## config.mk

```make
export PLATFORM = sky130hd
export DESIGN_NAME = rgb_pwm_fader
export DESIGN_NICKNAME = d
export VERILOG_FILES = /design/src/rtl/rgb_pwm_fader.sv
export SDC_FILE = /design/constraint.sdc
export NUM_CORES = 1
export LEC_CHECK = 0
export ABC_AREA = 1
export CAP_MARGIN = 20
export CELL_PAD_IN_SITES_DETAIL_PLACEMENT = 0
export CELL_PAD_IN_SITES_GLOBAL_PLACEMENT = 2
export CORE_MARGIN = 2
export CORE_UTILIZATION = 37
export DETAILED_ROUTE_END_ITERATION = 16
export PLACE_DENSITY = 0.8
export SYNTH_ARGS = -nofsm -noshare
export SYNTH_HDL_FRONTEND = slang
export SYNTH_SLANG_ARGS = --single-unit
```

## constraint.sdc

```tcl
create_clock -name clk -period 3.41 [get_ports clk]
set_input_delay 0.682 -clock clk [delete_from_list [all_inputs] [get_ports clk]]
set_output_delay 0.682 -clock clk [all_outputs]
set_load 0.01 [all_outputs]
```

## src/rtl/rgb_pwm_fader.sv

```systemverilog
// RGB output stage: accepts 24-bit colour targets, fades each channel linearly toward them,
// and drives three LED pins with period-aligned (glitch-free) PWM.
//
// state | meaning
// IDLE  | no fade running; in_ready high, next valid target is latched
// FADE  | stepping cur toward tgt once every FADE_DIV cycles; in_valid ignored
module rgb_pwm_fader #(
   parameter int PWM_BITS   = 8,
   parameter int FADE_DIV   = 1000,
   parameter bit ACTIVE_LOW = 1'b1
) (
   input  logic        clk,
   input  logic        rst_n,
   input  logic        in_valid,
   output logic        in_ready,
   input  logic [23:0] in_rgb,
   output logic        busy,
   output logic [2:0]  led
);

   localparam int                   PRESC_W    = $clog2(FADE_DIV);
   localparam logic [PRESC_W-1:0]   PRESC_LAST = PRESC_W'(FADE_DIV - 1);
   localparam logic [PWM_BITS-1:0]  PWM_LAST   = '1;

   typedef enum logic {
      IDLE = 1'b0,
      FADE = 1'b1
   } state_t;

   state_t                      state_q, state_d;
   logic [PRESC_W-1:0]          presc_q, presc_d;
   logic [2:0][PWM_BITS-1:0]    cur_q, cur_d;
   logic [2:0][PWM_BITS-1:0]    tgt_q, tgt_d;
   logic [2:0][PWM_BITS-1:0]    duty_q;
   logic [2:0][PWM_BITS-1:0]    tgt_in;
   logic [PWM_BITS-1:0]         pwm_q;
   logic [2:0]                  lit;

   // Channel index matches the led bit: 2=R, 1=G, 0=B; narrow PWM keeps the byte MSBs
   assign tgt_in[2] = in_rgb[23 -: PWM_BITS];
   assign tgt_in[1] = in_rgb[15 -: PWM_BITS];
   assign tgt_in[0] = in_rgb[7  -: PWM_BITS];

   assign in_ready = (state_q == IDLE);
   assign busy     = (state_q == FADE);

   always_comb begin
      state_d = state_q;
      presc_d = presc_q;
      tgt_d   = tgt_q;
      cur_d   = cur_q;
      case (state_q)
         IDLE: begin
            if (in_valid) begin
               tgt_d   = tgt_in;
               presc_d = '0;
               state_d = FADE;
            end
         end
         FADE: begin
            if (cur_q == tgt_q) begin
               state_d = IDLE;
            end else if (presc_q == PRESC_LAST) begin
               presc_d = '0;
               for (int i = 0; i < 3; i++) begin
                  if (cur_q[i] < tgt_q[i]) begin
                     cur_d[i] = cur_q[i] + 1'b1;
                  end else if (cur_q[i] > tgt_q[i]) begin
                     cur_d[i] = cur_q[i] - 1'b1;
                  end
               end
            end else begin
               presc_d = presc_q + 1'b1;
            end
         end
         default: state_d = IDLE;
      endcase
   end

   always_ff @(posedge clk or negedge rst_n) begin
      if (!rst_n) begin
         state_q <= IDLE;
         presc_q <= '0;
         cur_q   <= '0;
         tgt_q   <= '0;
      end else begin
         state_q <= state_d;
         presc_q <= presc_d;
         cur_q   <= cur_d;
         tgt_q   <= tgt_d;
      end
   end

   always_comb begin
      lit = '0;
      for (int i = 0; i < 3; i++) begin
         lit[i] = (pwm_q < duty_q[i]);
      end
   end

   // Duty only reloads on the last count so every period uses one consistent compare value
   always_ff @(posedge clk or negedge rst_n) begin
      if (!rst_n) begin
         pwm_q  <= '0;
         duty_q <= '0;
         led    <= {3{ACTIVE_LOW}};
      end else begin
         pwm_q <= pwm_q + 1'b1;
         if (pwm_q == PWM_LAST) begin
            duty_q <= cur_q;
         end
         led <= lit ^ {3{ACTIVE_LOW}};
      end
   end

endmodule

```

# ---- After elaboration in Yosys (flattened, before gate mapping)
# Cells that the tools add are included.
dict set report totals {
  ff_bits 94
  wordCells 59
}
dict set report op_classes {
  bitwise 3
  n_reduce_logical 8
  n_addsub 8
  muxes 13
  magnitude_cmp 9
  eq_ne 5
}
# operator count
set ops {}
lappend ops {{$lt A8 B8 Y1} 6}
lappend ops {{$mux W8} 6}
lappend ops {{$add A8 B1 Y8 const B} 4}
lappend ops {{$mux W10} 3}
lappend ops {{$eq A24 B24 Y1} 1}
lappend ops {{$gt A8 B8 Y1} 3}
lappend ops {{$sub A8 B1 Y8 const B} 3}
lappend ops {{$pmux W10 S2} 1}
lappend ops {{$reduce_and A4 Y1} 3}
lappend ops {{$add A10 B1 Y10 const B} 1}
lappend ops {{$eq A10 B10 Y1 const B} 1}
lappend ops {{$eq A8 B8 Y1 const B} 1}
lappend ops {{$reduce_bool A2 Y1} 3}
lappend ops {{$ne A2 B2 Y1 const B} 2}
lappend ops {{$reduce_and A2 Y1} 2}
lappend ops {{$not A3 Y3} 1}
lappend ops {{$mux W1} 2}
lappend ops {{$not A1 Y1} 2}
lappend ops {{$pmux W1 S2} 1}

# ---- Longest topological paths before layout
dict set report logic_depth {
  depth_word 4
  depth_mapped 21
}

# ---- Worst setup path after synthesis
# OpenSTA, ideal clock, no wires.
dict set report synth_path {
  path_kind {flip-flop to flip-flop}
  from {reg cur_q[5] in the netlist's numbering}
  to {reg cur_q[7] in the netlist's numbering}
  n_path_buf 0
  synth_period_minus_slack_ns 2.383
  setup_time_ns 0.116
  path_slack_ns 1.027
  path_stages_with_launch 16
  arrival_ns 2.267
  path_cell_list {dfrtp_1 -> ha_1 -> a21oi_1 -> nor2_1 -> nor2_1 -> nand2_1 -> ha_1 -> or2_2 -> nand2_1 -> nor3_1 -> nor2_1 -> inv_1 -> nand2_1 -> nand2_1 -> nand2_1 -> nand2_1}
}
dict set report synth_between {
  elab_chain_cells 3
  elab_cells_between_ends 10
  classes_between {add/sub (2); order compare (2); eq/ne (1); mux (2); bitwise (1); reduce/logical (2)}
}
# item line_no
set synth_rtl {}
lappend synth_rtl {{from (decl)} 32} ;# logic [2:0][PWM_BITS-1:0] cur_q, cur_d;
lappend synth_rtl {{from (signal assigned)} 89} ;# cur_q <= cur_d;
lappend synth_rtl {{$sub A8 B1 Y8 (tied with other cells)} 69} ;# cur_d[i] = cur_q[i] - 1'b1;
lappend synth_rtl {{$mux W8 (tied with other cells)} 68} ;# end else if (cur_q[i] > tgt_q[i]) begin
lappend synth_rtl {{$mux W8 / $reduce_and A4 Y1 (equally long branches)} --}
# Several ways; a longest one is shown, not always the timed one. The select of a mux whose other input is x is not followed.
# A chain may end at the register's enable or synchronous reset.

# ---- Worst setup path in the final report
dict set report layout_path {
  from {reg cur_q[1] in the netlist's numbering}
  to {reg cur_q[7] in the netlist's numbering}
}
# The elaborated chain is that of the path after synthesis.

==> impl_metrics.csv <==
group,metric,value,unit
outcome,status,"completed",
floorplanning,die_h,128.5,microns
critical_path,path_cells,"ha_1 -> nand2_1 -> nand2_1 -> nand2_1 -> nand2_1 -> nand2_1 -> nand2_1 -> ha_1 -> or2_2 -> nand2_1 -> nor3_1 -> nor2_1 -> inv_1 -> nand2_1 -> nand2_1 -> nand2_1 -> nand2_1",
synthesis,synth_seq_area_share,0.4107,
final_layout,area_growth,13.50,%
clock_network,cts_tree,"built",
detailed_routing,detail_route.wirelength,11.73,mm
clock_network,h-tree-depth,3,
synthesis,syn_nets,759,
final_layout,final_net_count,792,
timing,finalSetupViolCount,0,
timing,finalClockSkew,7.020,ps
synthesis,synth_edf_count,0,
clock_network,post-cts-setup-buffer-count,0,
detailed_routing,top_layer_used,"met4",
timing,fmax,358.7,MHz
detailed_routing,route.met2.wl,5.317,mm
critical_path,critical_path.max_stage_delay,450,ps
pwr,max-vdd-ir-drop,0.2349,mV
placed_design,place.gp.congestion,0.8512,
grt,grt_overflow_total,0,
detailed_routing,wire_per_inst,13.17,microns
pwr,p_leak,3.454,nW
detailed_routing,dr.pass1.iters,4,
final_layout,final_common_cell,"nand2_1",
pwr,power_density,334.2,mW/mm^2
critical_path,required,3650,ps
critical_path,crit_fanout,9,
clock_network,cts.path.max_buffers,2,
critical_path,worstPathArrival,3030,ps
clock_network,cts_root_buffer,"clkbuf_16",
detailed_routing,drt-met1-wl,5.819,mm
critical_path,crit_path_start_kind,"register",
grt,grt_max_degree,53,
floorplanning,start_util,0.3774,
clock_network,worstSkewPairLatency,350,ps
clock_network,clk_pin_slew_worst_paths,70,ps
floorplanning,die_w,128.5,microns
synthesis,ys_types,36,
detailed_routing,vias,4264,
grt,antenna_found_initial,0,
floorplanning,rows,45,
critical_path,critPathKind,"reg2reg",
grt,grt_pass1_vias,4253,
timing,final-hold-violation-count,0,
final_layout,antenna_cells,0,
flow_run,drv_cap,0,
synthesis,postSynth.asyncResetShare,1.000,
detailed_routing,drc,0,
critical_path,slowest_stage,"dfrtp_1",
floorplanning,core,0.01520,sq mm
floorplanning,pin_count,32,
grt,grt_usage,0.1564,
synthesis,ys_seq_elements,94,
synthesis,postSynthCellCount,664,
timing,post-route-period-util,0.8175,
pwr,power,0.002176,W
timing,report.final.slew_viol_count,0,
clock_network,cts_resized,0,
detailed_routing,vias_per_cell,4.791,
synthesis,yosys_warnings,0,
synthesis,synth_area_per_cell,8.640,sq um
final_layout,layout_common_cells,"nand2_1, dfrtp_1, inv_1",
synthesis,synth_area,0.005737,sq mm
final_layout,nFillCells,1565,
clock_network,clkSinkCount,94,
timing,tns,0,ps
grt,grt_pass1_wl,20.46,mm
synthesis,synthFlopType,"dfrtp_1",
placed_design,place.port_buffers,31,
detailed_routing,drt_iter0_drc,248,
timing,period_needed,2788,ps
detailed_routing,drtAntennaViolNets,0,
timing,grt_setup_unrepaired,"no",
clock_network,cts_made_buffers,9,
detailed_routing,routed-wl-met3,400,microns
critical_path,critPathCaptureType,"register",
timing,worst-slew-pin-transition,765.6,ps
clock_network,cts_hold_buf,0,
placed_design,post-dp-hpwl,8.716,mm
timing,slew_headroom,0.4878,
critical_path,crit_top_cell,"nand2_1",
floorplanning,dieArea,0.01652,sq mm
final_layout,layout-drive-gt1-share,0.1054,
min_path,hold_class,"in2async",
cell families after synthesis:
logic type      Yosys count  synth area share
compound gates          123            0.1224
simple gates            246            0.1921
mux                       3          0.005888
fa+ha+maj                68            0.1522
xor+xnor                 26           0.03969
flops                    94            0.4107
buf+inv                 104           0.07699
state kept, by name (all words and copies together), names as in the netlist:
name,flops
cur_q,24
duty_q,24
tgt_q,24
presc_q,10
pwm_q,8
led,3
busy,1
critical path, delay by kind of cell, from the launching register on:
family	cells	cell delay [ps]
buffers and inverters	1	60
adder cells (fa/ha/maj)	2	780
flip-flops	1	450
AND/OR/NAND/NOR	14	1390
power breakdown:
group / internal, W / leakage [nW] / switching [W]
Clock: 0.000566 / 0.134 / 0.000441
Combinational: 0.0000279 / 2.16 / 0.0000266
Sequential: 0.00111 / 1.16 / 0
Total: 0.00171 / 3.45 / 0.000468
cell usage after synthesis (all sizes together), types with 5 or more instances:
master / instances / area share
nand2: 146 / 0.10
nor2: 65 / 0.050
inv: 91 / 0.060
nand3: 28 / 0.031
buf: 10 / 0.015
a21o: 8 / 0.010
o21ai: 39 / 0.042
ha: 65 / 0.14
a31oi: 6 / 0.0065
xor2: 16 / 0.024
dfrtp: 91 / 0.40
xnor2: 10 / 0.015
nand4: 5 / 0.0055
a21oi: 63 / 0.055
through the flow:
step / hold WS, ps / util / instance area (sq um) / instances / setup WS, ps
after floorplan: 386.4 / - / 5737 / 664 / 1027
after global placement: 467.7 / 0.4091 / 6220 / 874 / 696.1
after detailed placement: 486.5 / 0.4091 / 6220 / 874 / 662.4
after CTS: 398.5 / 0.4283 / 6511 / 890 / 644.7
after global routing: 428.0 / 0.4283 / 6511 / 890 / 352.3
final: 369.7 / 0.4283 / 6511 / 890 / 622.2
area by class of cell:
| class | count | area (sq um) | area share |
|---|---|---|---|
| inverters | 92 | 346.6 | 0.05323 |
| multi-input cells | 466 | 2939 | 0.4514 |
| repair buffers | 34 | 342.8 | 0.05265 |
| flip-flops and latches | 94 | 2356 | 0.3618 |
| well taps | 188 | 235.2 | 0.03613 |
| clock buffers | 10 | 229.0 | 0.03517 |
| clock inverters | 6 | 62.56 | 0.009608 |
layer usage:
layer / track usage / vias to the layer above
met1: 0.2120 / 1981
met2: 0.2481 / 42
met5: 0 / -
li1: - / 2223
met4: 0.05435 / 0
met3: 0.03493 / 18
worst paths after layout:
check / slack (ps) / from / cells after the start / endpoint
max in group asynchronous: 2310 / rst_n / 2 / led[2]
min in group clk: 500 / duty_q[6] / 2 / duty_q[6]
setup reg to reg: 620 / cur_q[1] / 17 / cur_q[7]
setup / recovery: 620 / cur_q[1] / 17 / cur_q[7]
hold reg to reg: 500 / duty_q[6] / 2 / duty_q[6]
hold / removal: 370 / rst_n / 1 / cur_q[15]
No activity file was read; power rests on OpenSTA's default activity.
